<file path="config.mk">
export PLATFORM = sky130hd
export DESIGN_NAME = ahb_bus_arbiter
export DESIGN_NICKNAME = d
export VERILOG_FILES = /design/src/rtl/ahb_bus_arbiter.sv
export SDC_FILE = /design/constraint.sdc
export NUM_CORES = 1
export LEC_CHECK = 0
export ABC_CLOCK_PERIOD_IN_PS = 3100
export BUFFER_PORTS_ARGS = -buffer_cell sky130_fd_sc_hd__buf_2
export CAP_MARGIN = 5
export CORE_MARGIN = 1
export CORE_UTILIZATION = 52
export DETAILED_ROUTE_END_ITERATION = 8
export PLACE_DENSITY = 0.81
export SETUP_SLACK_MARGIN = 0.02
export SYNTH_ARGS = -nofsm -noshare
export SYNTH_HDL_FRONTEND = slang
export SYNTH_SLANG_ARGS = --single-unit
export TNS_END_PERCENT = 100
</file>
<file path="constraint.sdc">
create_clock -name CLK -period 3.1 [get_ports CLK]
set_clock_uncertainty 0.05 [all_clocks]
set_input_delay 0.62 -clock CLK [delete_from_list [all_inputs] [get_ports CLK]]
set_output_delay 0.62 -clock CLK [all_outputs]
set_load 0.02 [all_outputs]
</file>
<file path="src/rtl/ahb_bus_arbiter.sv">
// ahb_bus_arbiter -- two-master AHB-style bus arbiter.
// Grants one master per transfer, publishes the address-phase owner (HMASTER)
// and the data-phase owner one transfer later (SEL, the write-data mux select).
// A per-owner beat cap (MAX_BEATS) forces handover when the other master waits.
// Optional feature macro: ARB_LOCK_EN adds HLOCK_1/HLOCK_2 inputs and the
// HMASTLOCK output; a locked owner keeps the bus until it drops its request.
module ahb_bus_arbiter #(
  parameter int PRIORITY_MODE = 0,  // 0 round-robin, 1 master 1 wins every contest
  parameter int MAX_BEATS     = 8   // beats per tenure before forced handover, >= 1
) (
  input  logic       CLK,
  input  logic       RST,
  input  logic       HBUSREQ_1,
  input  logic       HBUSREQ_2,
  input  logic [1:0] HTRANS,
  input  logic       HREADY,
`ifdef ARB_LOCK_EN
  input  logic       HLOCK_1,
  input  logic       HLOCK_2,
  output logic       HMASTLOCK,
`endif
  output logic       HGRANT_1,
  output logic       HGRANT_2,
  output logic [1:0] HMASTER,
  output logic [1:0] SEL
);

  localparam int CNT_W = (MAX_BEATS > 1) ? $clog2(MAX_BEATS) : 1;
  localparam logic [CNT_W-1:0] CNT_MAX = CNT_W'(MAX_BEATS - 1);

  // State encoding equals the one-hot HMASTER encoding, so HMASTER is the state.
  typedef enum logic [1:0] {
    ST_IDLE = 2'b00,
    ST_M1   = 2'b01,
    ST_M2   = 2'b10
  } state_t;

  state_t           state, state_nxt;
  logic [CNT_W-1:0] beat_cnt, cnt_nxt;
  logic             last_m2, last_nxt;  // 1: most recent owner was master 2
  logic [1:0]       sel_p1;             // data-phase owner, one transfer behind state

  logic   own_req;
  logic   oth_req;
  state_t oth_st;
  logic   beat;
  logic   own_lock;

  // Counter saturates at the cap so a lone owner can keep streaming indefinitely.
  function automatic logic [CNT_W-1:0] sat_inc(input logic [CNT_W-1:0] cnt);
    if (cnt == CNT_MAX)
      sat_inc = cnt;
    else
      sat_inc = cnt + 1'b1;
  endfunction

  // Only NONSEQ/SEQ transfers consume the owner's beat budget.
  assign beat = (HTRANS == 2'b10) || (HTRANS == 2'b11);

  // Request of the current owner, request of the other master, and its state.
  always_comb begin
    own_req = 1'b0;
    oth_req = 1'b0;
    oth_st  = ST_IDLE;
    case (state)
      ST_M1: begin
        own_req = HBUSREQ_1;
        oth_req = HBUSREQ_2;
        oth_st  = ST_M2;
      end
      ST_M2: begin
        own_req = HBUSREQ_2;
        oth_req = HBUSREQ_1;
        oth_st  = ST_M1;
      end
      default: begin
        own_req = 1'b0;
        oth_req = 1'b0;
        oth_st  = ST_IDLE;
      end
    endcase
  end

`ifdef ARB_LOCK_EN
  assign own_lock = (state == ST_M1) ? HLOCK_1 :
                    (state == ST_M2) ? HLOCK_2 : 1'b0;
`else
  assign own_lock = 1'b0;
`endif

  // Next-state, beat counter and last-owner bookkeeping.
  always_comb begin
    state_nxt = state;
    cnt_nxt   = beat_cnt;
    last_nxt  = last_m2;
    case (state)
      ST_IDLE: begin
        if (HBUSREQ_1 && HBUSREQ_2)
          state_nxt = ((PRIORITY_MODE != 0) || last_m2) ? ST_M1 : ST_M2;
        else if (HBUSREQ_1)
          state_nxt = ST_M1;
        else if (HBUSREQ_2)
          state_nxt = ST_M2;
      end
      ST_M1, ST_M2: begin
        if (!own_req)
          state_nxt = oth_req ? oth_st : ST_IDLE;
        else if (beat) begin
          // A locked owner ignores the cap; the counter still saturates so the
          // cap takes effect on the first beat after the lock is released.
          if (!own_lock && oth_req && (beat_cnt == CNT_MAX))
            state_nxt = oth_st;
          else
            cnt_nxt = sat_inc(beat_cnt);
        end
      end
      default: state_nxt = ST_IDLE;
    endcase
    if (state_nxt != state) begin
      cnt_nxt = '0;
      if (state_nxt == ST_M1)
        last_nxt = 1'b0;
      else if (state_nxt == ST_M2)
        last_nxt = 1'b1;
    end
  end

  // Arbitration state; every update waits for HREADY so wait states freeze it.
  always_ff @(posedge CLK or negedge RST) begin
    if (!RST) begin
      state    <= ST_IDLE;
      beat_cnt <= '0;
      last_m2  <= 1'b1;
    end else if (HREADY) begin
      state    <= state_nxt;
      beat_cnt <= cnt_nxt;
      last_m2  <= last_nxt;
    end
  end

  // ---- data-phase stage: SEL lags HMASTER by one completed transfer ----
  always_ff @(posedge CLK or negedge RST) begin
    if (!RST)
      sel_p1 <= 2'b00;
    else if (HREADY)
      sel_p1 <= state;
  end

`ifdef ARB_LOCK_EN
  // Lock indication tracks the owner's HLOCK; no owner means no lock.
  always_ff @(posedge CLK or negedge RST) begin
    if (!RST)
      HMASTLOCK <= 1'b0;
    else if (HREADY)
      HMASTLOCK <= own_lock;
  end
`endif

  assign HGRANT_1 = (state == ST_M1);
  assign HGRANT_2 = (state == ST_M2);
  assign HMASTER  = state;
  assign SEL      = sel_p1;

endmodule
</file>
==> impl.org <==
** Clock network
- Counting every sink on the clock net gives 8.
- CTS tree :: done
- Buffers added to address setup during post-CTS repair amount to 0.
- CTS Root Cell :: sky130_fd_sc_hd__clkbuf_4
- Insertion delay of the later-clocked pin in the worst-skew pair :: roughly 0.27 ns
- H-tree Lvls :: 1
- Clock-pin slew was measured on the worst setup and hold paths at about 0.060 ns.
- Number of buffers added to fix hold violations after cts :: 0
- Once the clock tree was built, the resizer swapped 0 gates to a different size.
- In this run, CTS created clock tree buffers numbering 3.
- Counting along the longest clock path gives a buffer depth of 2.

** Synth
- Sequential fraction of the synthesis area :: 29.2%
- Most numerous cell in the Yosys netlist :: sky130_fd_sc_hd__nand2_1
- Compound-Gate Fraction of Synth Area :: 23.7%
- Netlist cell types :: 35
- Proportion of synthesized area in mux cells :: 10.7%
- Synth Register Bits :: 8
- Dominant synthesized flop cell :: sky130_fd_sc_hd__dfrtp_1
- Yosys mapped a number of flops with a built-in enable equal to 0.
- Adder and majority cell fraction of the synthesized area :: approximately 13%
- Of the total synthesized cell area, the portion taken by XOR and XNOR cells is 0%.
- Synth Net Count :: 85
- Post-Synthesis Mean Instance Area :: 9.73 um2
- Biggest area consumer among synthesized cells :: sky130_fd_sc_hd__dfrtp_1
- After synthesis, the largest area contributor takes up around a quarter of total cell area.
- Area fraction in and, or, nand and nor cells after synthesis :: between 10% and 20%
- Number of warning messages in the yosys log :: 0
- Counting instances in the post-synthesis netlist gives the leading cell types as 9 x sky130_fd_sc_hd__nand2_1, 7 x sky130_fd_sc_hd__dfrtp_1, 7 x sky130_fd_sc_hd__ha_1.
- Post-synth design cell area :: 691 um2
- Ranked by total cell area, the synthesized netlist is headed by sky130_fd_sc_hd__dfrtp_1 25%, sky130_fd_sc_hd__ha_1 13%, sky130_fd_sc_hd__mux2i_1 5.8%, sky130_fd_sc_hd__nand2_1 4.9%, sky130_fd_sc_hd__mux2_2 4.9%.
- Post-synthesis cell count :: 71
- Post-synth ARST share :: 100%
- Combinational family with the most area after synthesis :: compound AO/OA/AOI/OAI gates

** Worst setup path
- Data required time of the critical path :: 3.22 ns
- CP max-delay cell :: sky130_fd_sc_hd__dfrtp_1
- Kind of cell with the highest combined delay on the critical path :: compound AO/OA/AOI/OAI gates
- The number of buffers and inverters on the critical path is 1.
- Kind of capture point of the worst setup path :: register
- Walking the worst path, the cells encountered are buf_4 -> ha_1 -> nand2_1 -> a21oi_1 -> mux2i_1 -> nor2_1 -> o31a_1 -> ha_1 -> nand2b_1 -> a21oi_2 -> mux2i_1.
- In this design, the stage delay of the slowest critical-path cell is about 0.37 ns.
- The worst setup path is of the register to register kind.
- STA classifies the critical path startpoint as a register.
- STA puts the critical path data arrival time at between 2 and 3 ns.
- Crit path launch :: HMASTER[1]
- The worst register-to-register path has a setup slack of about 0.4 ns.
- The most critical setup path has its endpoint at last_m2.
- Critical path peak fanout :: 7
- In this run the critical register-to-register path is captured at last_m2.
- Number of cells on the worst reg-to-reg path :: 11
- The critical path runs through a total of 11 cells.
- The worst register-to-register path begins at HMASTER[1].

** Global routing
- Global routing used 24.3% of the available tracks across all layers.
- Number of global-route vias before repair :: ~560
- The initial antenna violation count came to 0.
- Global-route wire length before repair :: ~2.4 mm
- Global routing finished with a remaining overflow of 0.
- Entering global routing, the biggest net connects 9 pins.

** Timing
- Setup repair after global routing left no endpoint under its margin.
- Ratio of final minimum period to clock period :: 86.7%
- Post-layout minimum cycle time :: 2.69 ns
- Total of endpoints with negative setup slack in the final report :: 0
- Final Hold Violating Endpoints :: 0
- In this run the tightest slew margin relative to its limit is about two thirds.
- For the final routed database, the setup TNS stands at 0 ns.
- For this run, the top clock speed supported by timing is 372 MHz.
- Fin. max-slew vios :: 0
- For the pin with the worst max-slew slack, the measured transition is around 0.50 ns.

** Pwr
- Proportion of power drawn by flip-flops and latches :: 22.6%
- Switching power :: approximately 310 uW
- Power density cells :: 852 nW/um2
- The clock network burns about 13% of the power.
- The internal portion of the total power is ~380 uW.
- Leakage power total :: about 0.00036 uW
- Combinational share of power :: roughly 65%
- Net switching is around 45% of the power.
- Across the VDD grid, the largest voltage drop is about 530 uV.

** Detailed routing
- Dividing the detail-routed wire length by the instance count gives ~13 um.
- Via density per instance :: 5.84
- Number of vias after detailed routing :: 596
- For this block, the routed nets add up to approximately 1.4 mm of wire.
- Number of iterations in the first detailed-routing pass :: 4
- In this run, the number of DRC markers left after iteration 0 of detailed routing was 19.
- After detailed routing, the number of remaining DRC violations is 0.
- Once detail routing completed, the nets flagged for antenna violations numbered 0.

** Flow run
- Across the run, the number of max-cap violations was 0.

** Outcome
- Run status :: finished clean

** Die
- In this run the core area contains 12 standard-cell rows.
- Core area :: 1170 um2
- Floorplan die width :: 38.4 um
- Die boundary height :: around 38 um
- The die covers 1480 um2.
- For this configuration, the core starts out at a cell density of 59.0%.
- IO Count :: 13

** Layout
- Cells with a size suffix above 1 make up 31.8% of the layout.
- Compared with the post-synthesis result, the final layout area differs by 17.0%.
- Post-layout nets :: about 100
- After routing the design area is just over 800 um2.
- Number of diodes added for antenna fixing :: 0
- The filler cells instantiated in the layout total 100.

** Placement
- Routability-driven placement finished with a final weighted congestion of 0.915.
- PortBufs :: 11
- Summing all placed instances gives a cell area of 782 um2.
- Detailed placement ended at an HPWL of about 1.1 mm.

** Hold path
- Worst Hold Class :: input port to async pin
-- worst register-to-register path, stage by stage, from the launching register on --
cell and delay [ns]:
sky130_fd_sc_hd__dfrtp_1 0.37, sky130_fd_sc_hd__buf_4 0.17, sky130_fd_sc_hd__ha_1 0.29, sky130_fd_sc_hd__nand2_1 0.12, sky130_fd_sc_hd__a21oi_1 0.30, sky130_fd_sc_hd__mux2i_1 0.23, sky130_fd_sc_hd__nor2_1 0.06, sky130_fd_sc_hd__o31a_1 0.25
sky130_fd_sc_hd__ha_1 0.29, sky130_fd_sc_hd__nand2b_1 0.15, sky130_fd_sc_hd__a21oi_2 0.12, sky130_fd_sc_hd__mux2i_1 0.21
-- cells by family (layout without fill, tap and decap cells) --
kind of cell / after synthesis / count (layout)
flops: 8 / 8
mux: 7 / 7
fa+ha+maj: 7 / 7
simple gates: 23 / 23
buf+inv: 7 / 24
compound gates: 19 / 19
-- per-layer routing --
| layer | vias up | wire (um) | global-route usage (%) | part of all wire [%] |
|---|---|---|---|---|
| met5 | - | 0 | 0 | 0 |
| met2 | 8 | 633 | 38.1 | 46 |
| li1 | 298 | - | - | - |
| met1 | 288 | 677 | 32.0 | 49 |
| met3 | 2 | 44 | 8.72 | 3.2 |
| met4 | 0 | 13 | 5.17 | 0.95 |
-- placed cells by master (no fill, tap or decap), drive strengths merged --
| cell type | instances |
|---|---|
| buf | 14 |
| nand2 | 9 |
| dfrtp | 7 |
| ha | 7 |
| inv | 6 |
| mux2i | 4 |
| clkbuf | 4 |
| mux2 | 3 |
| o22ai | 3 |
| o21ai | 3 |
| a21oi | 3 |
| nor2b | 2 |
| nand2b | 2 |
| nand3b | 2 |
| nor4b | 1 |
| a22oi | 1 |
| nand3 | 1 |
| nor2 | 1 |
| o31a | 1 |
| or4b | 1 |
| o21ba | 1 |
| o211ai | 1 |
| a41oi | 1 |
| or3 | 1 |
| a211oi | 1 |
| o2bb2ai | 1 |
| and4 | 1 |
| nor3 | 1 |
| o211a | 1 |
| o32ai | 1 |
| nand4b | 1 |
| a21boi | 1 |
| dfstp | 1 |
-- registers in the layout (all words and copies together) (netlist names) --
| register | cells |
|---|---|
| beat_cnt | 3 |
| last_m2 | 1 |
| HMASTER | 2 |
| SEL | 2 |
-- worst min path at each step --
stage / endpoint / depth (start not counted) / from / slack (ns)
after floorplan: HMASTER[0] / 0 / RST / 0.27
after global placement: beat_cnt[1] / 1 / RST / 0.41
after detailed placement: beat_cnt[1] / 1 / RST / 0.42
after CTS: beat_cnt[0] / 1 / RST / 0.13
after global routing: beat_cnt[0] / 1 / RST / 0.12
final: beat_cnt[0] / 1 / RST / 0.12
-- per-stage QoR --
| stage | std cells | total power (uW) | util (%) | hold slack (ns) | setup slack, ns |
|---|---|---|---|---|---|
| after detailed placement | 98 | 600 | 66.8 | 0.417 | 0.448 |
| after global placement | 98 | 588 | 66.8 | 0.414 | 0.469 |
| final | 102 | 688 | 69.0 | 0.123 | 0.412 |
| after floorplan | 71 | 488 | - | 0.274 | 0.311 |
| after global routing | 102 | 747 | 69.0 | 0.118 | 0.215 |
| after CTS | 102 | 691 | 69.0 | 0.126 | 0.431 |
-- area by class of cell --
type                    instances  area [um2]  area share [%]
repair buffers                 14        77.6            9.60
flip-flops and latches          8         201            24.9
multi-input cells              56         463            57.3
inverters                       6        22.5            2.79
well taps                      14        17.5            2.17
clock buffers                   4        26.3            3.25
-- power groups by stage --
stage               logic (uW)  registers [uW]  clock network [uW]
floorplan                  290             198                   0
global placement           432             156                   0
detailed placement         442             158                   0
CTS                        444             156                90.0
global route               491             157                98.3
finish                     445             156                88.0
(Power assumes the default switching activity.)
